--- src/rtl/r_resp_router.sv ---
// AXI R-channel return router for a 2-master/2-slave interconnect.
// Each master port owns a round-robin arbiter that holds its grant for a whole burst.

module r_resp_arb (
  input  logic       gclk,
  input  logic       grst_n,
  input  logic       en_i,
  input  logic [1:0] req_i,
  input  logic [1:0] vld_i,
  input  logic [1:0] last_i,
  input  logic       rready_i,
  output logic       gnt_o,
  output logic       sel_o,
  output logic [1:0] busy_o
);
  typedef enum logic [1:0] {IDLE, BUSY_S0, BUSY_S1} st_e;

  st_e  st_q, st_d;
  logic pri_q, pri_d;
  logic gnt, hs;

  always_ff @(posedge gclk or negedge grst_n) begin
    if (!grst_n) begin
      st_q  <= IDLE;
      pri_q <= 1'b0;
    end else begin
      st_q  <= st_d;
      pri_q <= pri_d;
    end
  end

  always_comb begin
    gnt   = 1'b0;
    sel_o = 1'b0;
    st_d  = st_q;
    pri_d = pri_q;
    case (st_q)
      IDLE: begin
        if (req_i == 2'b11) begin
          gnt   = 1'b1;
          sel_o = pri_q;
        end else if (req_i[0]) begin
          gnt   = 1'b1;
          sel_o = 1'b0;
        end else if (req_i[1]) begin
          gnt   = 1'b1;
          sel_o = 1'b1;
        end
      end
      BUSY_S0: begin
        gnt   = 1'b1;
        sel_o = 1'b0;
      end
      BUSY_S1: begin
        gnt   = 1'b1;
        sel_o = 1'b1;
      end
      default: st_d = IDLE;
    endcase
    gnt_o = gnt & en_i;
    hs    = gnt_o & vld_i[sel_o] & rready_i;
    if (hs) begin
      if (last_i[sel_o]) begin
        st_d  = IDLE;
        pri_d = ~sel_o;
      end else begin
        st_d  = sel_o ? BUSY_S1 : BUSY_S0;
      end
    end
  end

  assign busy_o = {st_q == BUSY_S1, st_q == BUSY_S0};
endmodule

module r_resp_router #(
  parameter int ID_BITS   = 4,
  parameter int IDS_BITS  = 8,
  parameter int DATA_BITS = 32
) (
  input  logic                 ACLK,
  input  logic                 ARESETn,
  input  logic [IDS_BITS-1:0]  RID_S0,
  input  logic [DATA_BITS-1:0] RDATA_S0,
  input  logic [1:0]           RRESP_S0,
  input  logic                 RLAST_S0,
  input  logic                 RVALID_S0,
  output logic                 RREADY_S0,
  input  logic [IDS_BITS-1:0]  RID_S1,
  input  logic [DATA_BITS-1:0] RDATA_S1,
  input  logic [1:0]           RRESP_S1,
  input  logic                 RLAST_S1,
  input  logic                 RVALID_S1,
  output logic                 RREADY_S1,
  output logic [ID_BITS-1:0]   RID_M0,
  output logic [DATA_BITS-1:0] RDATA_M0,
  output logic [1:0]           RRESP_M0,
  output logic                 RLAST_M0,
  output logic                 RVALID_M0,
  input  logic                 RREADY_M0,
  output logic [ID_BITS-1:0]   RID_M1,
  output logic [DATA_BITS-1:0] RDATA_M1,
  output logic [1:0]           RRESP_M1,
  output logic                 RLAST_M1,
  output logic                 RVALID_M1,
  input  logic                 RREADY_M1,
  output logic                 DROP_ERR
);
  localparam int MI_W = IDS_BITS - ID_BITS;

  logic [1:0][IDS_BITS-1:0]  rid_s;
  logic [1:0][DATA_BITS-1:0] dat_s;
  logic [1:0][1:0]           rsp_s;
  logic [1:0]                last_s, vld_s, rdy_s, rdy_m, lock, drop;
  logic [1:0][1:0]           req, busy;
  logic [1:0]                gnt, sel;
  logic [1:0][ID_BITS-1:0]   id_m;
  logic [1:0][DATA_BITS-1:0] dat_m;
  logic [1:0][1:0]           rsp_m;
  logic [1:0]                last_m, vld_m;
  logic                      active_q, drop_q;

  assign rid_s  = {RID_S1, RID_S0};
  assign dat_s  = {RDATA_S1, RDATA_S0};
  assign rsp_s  = {RRESP_S1, RRESP_S0};
  assign last_s = {RLAST_S1, RLAST_S0};
  assign vld_s  = {RVALID_S1, RVALID_S0};
  assign rdy_m  = {RREADY_M1, RREADY_M0};

  // Outputs stay quiet in reset and come alive on the first edge after release.
  always_ff @(posedge ACLK or negedge ARESETn) begin
    if (!ARESETn) begin
      active_q <= 1'b0;
      drop_q   <= 1'b0;
    end else begin
      active_q <= 1'b1;
      drop_q   <= |drop;
    end
  end

  // A slave locked in a burst ignores its current RID until RLAST.
  for (genvar s = 0; s < 2; s++) begin : g_slv
    logic [MI_W-1:0] idx;
    assign idx     = rid_s[s][IDS_BITS-1:ID_BITS];
    assign lock[s] = busy[0][s] | busy[1][s];
    assign drop[s] = active_q & vld_s[s] & ~lock[s] & (idx > MI_W'(1));
    for (genvar m = 0; m < 2; m++) begin : g_req
      assign req[m][s] = vld_s[s] & ~lock[s] & (idx == MI_W'(m));
    end
  end

  for (genvar m = 0; m < 2; m++) begin : g_mst
    r_resp_arb u_arb (
      .gclk     (ACLK),
      .grst_n   (ARESETn),
      .en_i     (active_q),
      .req_i    (req[m]),
      .vld_i    (vld_s),
      .last_i   (last_s),
      .rready_i (rdy_m[m]),
      .gnt_o    (gnt[m]),
      .sel_o    (sel[m]),
      .busy_o   (busy[m])
    );
    assign vld_m[m]  = gnt[m] & vld_s[sel[m]];
    assign id_m[m]   = gnt[m] ? rid_s[sel[m]][ID_BITS-1:0] : '0;
    assign dat_m[m]  = gnt[m] ? dat_s[sel[m]] : '0;
    assign rsp_m[m]  = gnt[m] ? rsp_s[sel[m]] : '0;
    assign last_m[m] = gnt[m] & last_s[sel[m]];
  end

  always_comb begin
    rdy_s = drop;
    for (int m = 0; m < 2; m++)
      for (int s = 0; s < 2; s++)
        if (gnt[m] && sel[m] == 1'(s) && rdy_m[m]) rdy_s[s] = 1'b1;
  end

  assign RREADY_S0 = rdy_s[0];
  assign RREADY_S1 = rdy_s[1];
  assign RID_M0    = id_m[0];
  assign RDATA_M0  = dat_m[0];
  assign RRESP_M0  = rsp_m[0];
  assign RLAST_M0  = last_m[0];
  assign RVALID_M0 = vld_m[0];
  assign RID_M1    = id_m[1];
  assign RDATA_M1  = dat_m[1];
  assign RRESP_M1  = rsp_m[1];
  assign RLAST_M1  = last_m[1];
  assign RVALID_M1 = vld_m[1];
  assign DROP_ERR  = drop_q;
endmodule
--- config.mk ---
export PLATFORM = sky130hd
export DESIGN_NAME = r_resp_router
export DESIGN_NICKNAME = d
export VERILOG_FILES = /design/src/rtl/r_resp_router.sv
export SDC_FILE = /design/constraint.sdc
export NUM_CORES = 1
export LEC_CHECK = 0
export CELL_PAD_IN_SITES_DETAIL_PLACEMENT = 1
export CELL_PAD_IN_SITES_GLOBAL_PLACEMENT = 2
export CORE_MARGIN = 2
export CORE_UTILIZATION = 12
export DETAILED_ROUTE_END_ITERATION = 8
export GPL_ROUTABILITY_DRIVEN = 1
export HOLD_SLACK_MARGIN = 0.15
export PLACE_DENSITY_LB_ADDON = 0.1
export SYNTH_ARGS = -nofsm -noshare
export SYNTH_HDL_FRONTEND = slang
export SYNTH_SLANG_ARGS = --single-unit
--- constraint.sdc ---
create_clock -name ACLK -period 3.7 [get_ports ACLK]
set_input_delay 0.555 -clock ACLK [delete_from_list [all_inputs] [get_ports ACLK]]
set_output_delay 0.555 -clock ACLK [all_outputs]
set_load 0.03 [all_outputs]
; ---- Word level (Yosys, flattened, before mapping)
; Index checks and enable logic that the tools add are counted.
[word_totals]
reg_bits = 8
in_bits = 92
wordCells = 117
[classes]
magnitude_cmp = 4
eq_ne = 10
n_mux = 52
bitwise_logic = 26
reduce_logical = 19
[ops]
columns = cell, n
row1 = $mux 32, 6
row2 = $mux 2, 14
row3 = $mux 4, 6
row4 = $mux 1, 22
row5 = $and 1x1->1, 20
row6 = $eq 2x2->1 const B, 4
row7 = $eq 4x1->1 const B, 2
row8 = $gt 4x1->1 const B, 2
row9 = $logic_and 1x1->1, 8
row10 = $logic_not 4->1, 2
row11 = $pmux 1 s2, 4
row12 = $reduce_or 2->1, 3
row13 = $reduce_or 3->1, 2
row14 = $eq 2x1->1 const B, 2
row15 = $logic_not 2->1, 2
row16 = $lt 1x2->1 const B, 2
row17 = $ne 2x1->1 const B, 2
row18 = $not 1->1, 4
row19 = $reduce_and 2->1, 2
row20 = $or 1x1->1, 2

; ---- Logic depth before layout (Yosys ltp)
; Gate-level depths: netlist (run 1).
[depth]
ltp_word = 14
ltp_mapped = 9

; ---- Cells and area by module
; From an unflattened synthesis (run 1), not the netlist that was laid out.
[unflattened]
cells_unflattened = 267
hier_area_um2 = 2297.2
[modules_own_cells]
columns = module, n_inst, cells_per_inst, area_per_inst_um2, seq_area_each_um2
row1 = r_resp_router, 1, 203, 1696.6, 50.0
row2 = r_resp_arb, 2, 32, 300.3, 75.1

; ---- Worst setup path after synthesis (run 1)
; OpenSTA, ideal clock, no wires.
[synth_path]
kind = register to output
start = register g_mst[1].u_arb.st_q[1]
end = output RDATA_M0[0]
arrival_ns = 2.662
required_time_ns = 3.145
setup_slack_ns = 0.483
stages_incl_launch_ff = 10
path_cell_list = dfrtp_1 -> inv_1 -> ha_1 -> or3b_2 -> o311ai_1 -> nor2b_1 -> clkbuf_1 -> clkbuf_1 -> nand2_1 -> a21oi_1
[synth_between]
elab_chain_len = 12
elab_cells_between_ends = 22
cone_classes = 3 x eq/ne / 10 x mux / 9 x bitwise
[synth_lines]
columns = element, line_no
row1 = from (decl), 18  ; st_e st_q, st_d;
row2 = from (signal assigned), 27  ; st_q <= st_d;
row3 = $eq 2x2->1, 72  ; assign busy_o = {st_q == BUSY_S1, st_q == BUSY_S0};
row4 = $or 1x1->1, 144  ; assign lock[s] = busy[0][s] | busy[1][s];
row5 = $not 1->1, 147  ; assign req[m][s] = vld_s[s] & ~lock[s] & (idx == MI_W'(m));
row6 = $and 1x1->1 (2 in series), 147
row7 = $mux 1, 45  ; end else if (req_i[1]) begin
row8 = $mux 1, 42  ; end else if (req_i[0]) begin
row9 = $mux 1, 39  ; if (req_i == 2'b11) begin
row10 = $pmux 1 s2, 37  ; case (st_q)
row11 = $mux 32 (implied by the code) (2 in series), 166  ; assign dat_m[m] = gnt[m] ? dat_s[sel[m]] : '0;
row12 = $mux 32 *, 166
row13 = to (decl), 95  ; output logic [DATA_BITS-1:0] RDATA_M0,
; Mark *: on every way between the ends. The rest lies on a longest branch, timed or not. The select of a mux whose other input is x is not followed.

; ---- Worst setup path in the final report (run 1)
[layout_path]
start = input RID_S0[5]
end = output RREADY_S0
[layout_between]
elab_chain_len = 10
elab_cells_between_ends = 30
cone_classes = 1 x order compare / 3 x eq/ne / 14 x mux / 7 x bitwise / 5 x reduce/logical
[layout_lines]
columns = element, line_no
row1 = from (decl), 82  ; input logic [IDS_BITS-1:0] RID_S0,
row2 = $logic_not 4->1, 147
row3 = $and 1x1->1, 147
row4 = $eq 2x2->1 / $mux 1 (equally long branches), "39, 42"
row5 = $mux 1, 39
row6 = $pmux 1 s2, 37
row7 = $and 1x1->1 / $not 1->1 (equally long branches), "60, 175"
row8 = $logic_and 1x1->1 (2 in series), 175  ; if (gnt[m] && sel[m] == 1'(s) && rdy_m[m]) rdy_s[s] = 1'b1;
row9 = $mux 1, 175
row10 = $mux 1 *, 175
row11 = to (decl), 87  ; output logic RREADY_S0,
; Mark *: on every way between the ends. The rest lies on a longest branch, timed or not.

==> metrics.txt, run 1 <==
outcome finished, final reports clean; DRT iter0 DRCs 98; syn nets 445; largest family of logic cells by synthesized area simple AND/OR/NAND/NOR gates; Initial Utilization 12.1%; Cell Area, Synth 0.00182 sq mm; # fillers 1,867; endpoints failing setup 0; post-layout minimum cycle time 3.60 ns; internal power 0.679 mW; Synth Area in Adders 5.49%; dpl cells 691; net switching fraction of the power 52.9%; dpl hpwl 8630 um; Place WS 0.0469 ns; post-synthesis xor/xnor area fraction 0%; Die X-Extent 127 um; Die Ht 127 um; Flop pwr share 9.3%; met3 WL 968 um; CP endpoint kind output pin; vias after detailed routing 2,998; Critical Path AT 3.04 ns; Slew @ Worst Pin 0.536 ns; WHS Path Cells 1; Synth area leaders nand2_1, a21oi_1, dfrtp_1; CTS root buffer clkbuf_16; Pwr Total 1.44 mW; Post-CTS Resized 0; drc violations 0; Final ANT Viol Nets 0; Leak 1.74 nW; share of cells above drive strength 1 21.9%; Synth Area in Compound Gates 26.7%; Max-cap violations 0; largest net degree at the start of global routing 44; Final Skew 0.00105 ns; clock buffer count from CTS 3; post-synthesis mux area share 3.98%; Remaining Overflow, GRT 0; Die Area 0.0162 sq mm; Hold-fix buffers, CTS 0; fmax 278 MHz; Clock Tree Buf Depth 2; crit share post-route 97.3%; Worst-Skew Late Latency 0.23 ns; Synth-to-Final Area Change 105%; initial antenna violation count 0; worst reg2reg setup slack 0.84 ns; IO Pins 175; max_slew headroom 64.3%; gpl congestion 0.742; Crit path required time 3.14 ns; top sig layer met4; Critical R2R Launch g_mst[1].u_arb.st_q[1]; RR Endpoint g_mst[1].u_arb.st_q[0]; WL met2 5140 um; Pwr Density 386 mW/mm^2; critical path startpoint category input port; DRT met1 WL 5180 um; HP Start g_mst[1].u_arb.pri_q; final hold violation count 0; #FFs+latches synth 8; worst setup margin 0.101 ns; Sequential Area 200 sq um; Post-Syn Area per Cell 5.29 sq um; HP Class reg2reg; n_diodes 0; CTS tree built; CP Class in2out; footprint of the multi-input gates 0.00151 sq mm; vias in the first global route 3,255; share of the synthesized area in the top cell type 32.9%; number of core rows 45; first-pass GRT wire length 17,500 um; DR vias/cell 4.32; Fin Setup TNS 0 ns; Yosys top cell by area nand2_1; worst reg-to-reg path cell count 8; Placeable Area 0.0150 sq mm; Yosys cell types 34; GR Util All Layers 13.6%; placed cell areas 0.00367 sq mm; post-route cell area 0.00374 sq mm; drt wl/cell 16.4 um; clk sinks 8; first-pass detailed-route iteration total 4; switching pwr 0.764 mW; Setup Fix Bufs, Post-CTS 0; Synth Area in Simple Gates 44.2%; Max H-tree Level 1; CP max FO 3; Ys Warns 0; non-filler cells, final 694; final WL 11,400 um; power share of the combinational group 77.8%; worst vdd ir 0.174 mV; sequential area share after synthesis 11.0%; Post-Syn Instances 345; Hold Crit Endpoint g_mst[1].u_arb.pri_q; unrepaired setup endpoints after global routing no; clock share of power 12.8%; PortBufs 174; Layout Nets 608; clock slew at reported path FFs 0.04 ns; Pins Over Slew Limit 0
power groups by stage:
| stage | logic, mW | clock network, mW | registers, mW |
|---|---|---|---|
| 5_1_grt | 1.22 | 0.194 | 0.137 |
| 3_5_place_dp | 1.14 | 0 | 0.136 |
| 6_report | 1.12 | 0.185 | 0.134 |
| 2_1_floorplan | 0.623 | 0 | 0.132 |
| 3_3_place_gp | 1.15 | 0 | 0.135 |
| 4_1_cts | 1.15 | 0.189 | 0.134 |
Yosys cell counts (all sizes together):
cell type,n
nand2,160
a21oi,80
clkbuf,24
inv,10
nor2,9
dfrtp,8
ha,8
buf,5
mux2,4
nor3,4
nor2b,3
o311ai,3
or3,3
a211o,2
and4b,2
mux2i,2
nand2b,2
nor4,2
o221ai,2
or2,2
or4b,2
a2bb2oi,1
and2,1
conb,1
nor4bb,1
o31ai,1
o32a,1
or3b,1
or4,1
registers in the layout, indices dropped and copies added, names as in the netlist:
name	flops
DROP_ERR	1
g_mst.u_arb.pri_q	2
active_q	1
g_mst.u_arb.st_q	4
critical path, cell delays in order:
cell	delay, ns
clkdlybuf4s50_1	0.43
or4b_1	0.60
or3_1	0.38
a211o_1	0.31
or2_1	0.27
o221ai_1	0.28
buf_4	0.23
stage by stage:
stage | hold slack, ns | utilization, %
5_1_grt | 0.534 | 24.9
3_5_place_dp | 0.513 | 24.4
6_report | 0.522 | 24.9
3_3_place_gp | 0.507 | 24.4
4_1_cts | 0.522 | 24.9
2_1_floorplan | 0.259 | -
logic make-up (layout without fill, tap and decap cells):
group / after synthesis / in the layout
and+or+nand+nor: 193 / 193
AOI/OAI and AO/OA: 90 / 90
buffers and inverters: 39 / 200
adders and majority gates: 8 / 8
DFF: 8 / 8
muxes: 6 / 6
other: 1 / 1
placed cells by master, fill, tap and decap left out:
cell	count
nor4_1	2
mux2_4	2
o311ai_4	1
o32a_1	1
ha_1	8
nor2b_1	1
nand2_1	160
buf_4	91
nand2b_2	2
or2_2	1
and2_1	1
or4_1	1
nor3_1	4
or4b_2	1
nor2b_4	2
a211o_1	2
buf_12	4
or2_1	1
nor4bb_1	1
a21oi_1	80
nor2_1	9
or3_1	2
or4b_1	1
o31ai_1	1
mux2_2	2
or3b_2	1
o221ai_1	2
mux2i_1	2
clkbuf_16	3
dfrtp_1	8
and4b_1	2
clkdlybuf4s50_1	92
conb_1	1
or3_4	1
inv_1	10
a2bb2oi_1	1
o311ai_1	2
worst max path at each step:
stage                            from            to  slack, ns  depth (start not counted)
2_1_floorplan  g_mst[1].u_arb.st_q[1]   RDATA_M0[0]       0.48                          9
3_3_place_gp                RID_S0[5]  RDATA_M1[15]       0.04                          9
3_5_place_dp                RID_S0[5]  RDATA_M1[15]       0.05                          9
4_1_cts                     RID_S0[5]  RDATA_M1[15]       0.04                          9
5_1_grt                     RID_S0[5]     RREADY_S0       0.05                          7
6_report                    RID_S0[5]     RREADY_S0       0.10                          7
routing by layer:
layer / up-vias / global-route usage [%]
li1: 1459 / -
met1: 1407 / 17.7
met2: 126 / 22.7
met3: 6 / 4.02
met4: 0 / 1.62
met5: - / 0
final cells by class:
type,count,share of cell area [%]
Timing Repair Buffer,187,45.0
Multi-Input combinational cell,298,40.3
Tap cell,188,6.29
Inverter,10,1.00
Clock buffer,3,2.01
Sequential cell,8,5.35
(Power assumes the default switching activity.)
==> run 2: changes to the inputs <==
--- a/config.mk
+++ b/config.mk
@@ -8,8 +8,9 @@
 export CELL_PAD_IN_SITES_DETAIL_PLACEMENT = 1
 export CELL_PAD_IN_SITES_GLOBAL_PLACEMENT = 2
 export CORE_MARGIN = 2
-export CORE_UTILIZATION = 12
+export CORE_UTILIZATION = 25
 export DETAILED_ROUTE_END_ITERATION = 8
+export DONT_BUFFER_PORTS = 1
 export GPL_ROUTABILITY_DRIVEN = 1
 export HOLD_SLACK_MARGIN = 0.15
 export PLACE_DENSITY_LB_ADDON = 0.1
==> run 2 against run 1 <==
  * Non-clock buffer count shrank 92
  * Combinational power fell by 14%
  * Final cell count fell by 26%
  * Maximum frequency grew 5.7%
  * Critical endpoint is now RDATA_M1[14]
  * Largest cell class is now multi-input gates
==> metrics.txt, run 2 (same netlist as run 1, synthesis figures left out) <==
outcome finished, final reports clean (unchanged); placed cell areas 0.00258 sq mm (was 0.00367 sq mm); vias in the first global route 2,514 (was 3,255); final hold violation count 0 (unchanged); worst setup path startpoint g_mst[1].u_arb.st_q[1] (was RID_S0[5]); first-pass GRT wire length 12,200 um (was 17,500 um); worst setup margin 0.295 ns (was 0.101 ns); clock buffer count from CTS 3 (unchanged); post-layout minimum cycle time 3.40 ns (was 3.60 ns); Critical R2R Launch g_mst[1].u_arb.st_q[1] (unchanged); WP buf/inv 3 (was 2); net switching fraction of the power 57.4% (was 52.9%); Critical Path AT 2.85 ns (was 3.04 ns); dpl hpwl 6460 um (was 8630 um); WL met2 4060 um (was 5140 um); biggest regs g_mst.u_arb.st_q (4), g_mst.u_arb.pri_q (2) (unchanged); Pwr Density 460 mW/mm^2 (was 386 mW/mm^2); fmax 294 MHz (was 278 MHz); CP Class reg2out (was in2out); CTS tree built (unchanged); Worst-Skew Late Latency 0.23 ns (about the same); clock share of power 9.1% (was 12.8%); clk sinks 8 (unchanged); CTS root buffer clkbuf_8 (was clkbuf_16); Die Ht 89.4 um (was 127 um); max_slew headroom 55.4% (was 64.3%); # fillers 989 (was 1,867); Synth-to-Final Area Change 44.0% (was 105%); vias after detailed routing 2,602 (was 2,998); Largest Register g_mst.u_arb.st_q (unchanged); RR Endpoint g_mst[1].u_arb.st_q[0] (unchanged); met3 WL 796 um (was 968 um); worst vdd ir 0.203 mV (was 0.174 mV); DRT met1 WL 3590 um (was 5180 um); post-route cell area 0.00263 sq mm (was 0.00374 sq mm); PortBufs 0 (was 174); top sig layer met4 (unchanged); CP endpoint kind output pin (unchanged); number of core rows 31 (was 45); Final ANT Viol Nets 0 (unchanged); CP peak stage delay 0.52 ns (was 0.60 ns); Placeable Area 0.00718 sq mm (was 0.0150 sq mm); critical path startpoint category register (was input port); n_diodes 0 (unchanged); Die Area 0.00800 sq mm (was 0.0162 sq mm); Leak 1.34 nW (was 1.74 nW); CP cell instances inv_1, ha_1, or3b_2, o311ai_1, nor2b_4, buf_4, nand2_1, a21oi_1, buf_4 (was clkdlybuf4s50_1, or4b_1, or3_1, a211o_1, or2_1, o221ai_1, buf_4); Remaining Overflow, GRT 0 (unchanged); initial antenna violation count 0 (unchanged); power share of the combinational group 79.5% (was 77.8%); largest net degree at the start of global routing 33 (was 44); Most common cell on crit path buf_4; commonest non-fill, non-tap cell in the layout nand2_1 (unchanged); most frequent cells in the layout nand2_1, buf_4, a21oi_1 (was nand2_1, clkdlybuf4s50_1, buf_4); Pwr Total 1.21 mW (was 1.44 mW); Final Skew 0.00453 ns (was 0.00105 ns); internal power 0.515 mW (was 0.679 mW); CP max FO 27 (was 3); DRT iter0 DRCs 98 (unchanged); gpl congestion 0.756 (was 0.742); crit share post-route 92.0% (was 97.3%); first-pass detailed-route iteration total 4 (unchanged); Crit path required time 3.14 ns (about the same); fin util 36.6% (was 24.9%); CP max-delay cell or3b_2 (was or4b_1); Hold Crit Endpoint g_mst[1].u_arb.pri_q (unchanged); HP Start g_mst[1].u_arb.pri_q (unchanged); drt wl/cell 16.6 um (was 16.4 um); final WL 8530 um (was 11,400 um); Layout Nets 516 (was 608); Pins Over Slew Limit 0 (unchanged); GR Util All Layers 19.2% (was 13.6%); unrepaired setup endpoints after global routing no (unchanged); endpoints failing setup 0 (unchanged); share of cells above drive strength 1 26.6% (was 21.9%); WHS Path Cells 1 (unchanged); Clock Tree Buf Depth 2 (unchanged); worst reg-to-reg path cell count 8 (unchanged); Die X-Extent 89.4 um (was 127 um); worst reg2reg setup slack 0.75 ns (was 0.84 ns); Slew @ Worst Pin 0.668 ns (was 0.536 ns); Fin Setup TNS 0 ns (unchanged); DR vias/cell 5.07 (was 4.32); Place WS 0.355 ns (was 0.0469 ns); IO Pins 175 (unchanged); drc violations 0 (unchanged); HP Class reg2reg (unchanged); max reg flops 4 (unchanged); Initial Utilization 25.4% (was 12.1%); Flop pwr share 11.4% (was 9.3%); clock slew at reported path FFs 0.05 ns (was 0.04 ns); Top delay family on crit path simple AND/OR/NAND/NOR gates (unchanged); switching pwr 0.694 mW (was 0.764 mW); Max H-tree Level 1 (unchanged); Max-cap violations 0 (unchanged)
-- run 2: per-layer routing --
layer / GRT usage [%] / vias to the layer above
met4: 3.80 / 0
met2: 32.3 / 111
li1: - / 1273
met3: 5.36 / 6
met5: 0 / -
met1: 24.5 / 1212
-- run 2: layout make-up --
cell class	instances	area, sq um	share of cell area, %
clock buffer	3	41.3	1.57
inverter	10	37.5	1.43
multi-input combinational	298	1510	57.4
sequential	8	200	7.62
tap	99	124	4.71
timing repair buffer	95	716	27.2
-- run 2: how the worst max path moves through the flow --
stage / to / slack (ns) / cells past startpoint
CTS: RDATA_M1[14] / 0.08 / 9
global placement: RDATA_M1[14] / 0.43 / 9
finish: RDATA_M1[14] / 0.30 / 9
floorplan: RDATA_M0[0] / 0.48 / 9
global route: RDATA_M1[14] / 0.05 / 9
detailed placement: RDATA_M1[14] / 0.35 / 9
-- run 2: power groups by stage --
stage | registers, mW | clock network (mW) | logic (mW)
after global routing | 0.142 | 0.120 | 1.03
after CTS | 0.139 | 0.113 | 0.972
after floorplan | 0.132 | 0 | 0.623
after detailed placement | 0.140 | 0 | 0.967
after global placement | 0.138 | 0 | 0.963
final | 0.138 | 0.109 | 0.962
-- run 2: repair_timing --
action	4_1_cts	5_1_grt
setup endpoints to repair	0	37
hold buffers	1	0
resized for setup	0	1
endpoints found under the hold margin	8	0
buffers inserted	0	0
-- run 2: per-stage QoR --
step | cells | hold slack [ns]
after CTS | 513 | 0.520
after floorplan | 345 | 0.259
after global placement | 509 | 0.260
after detailed placement | 509 | 0.260
final | 513 | 0.522
after global routing | 513 | 0.539
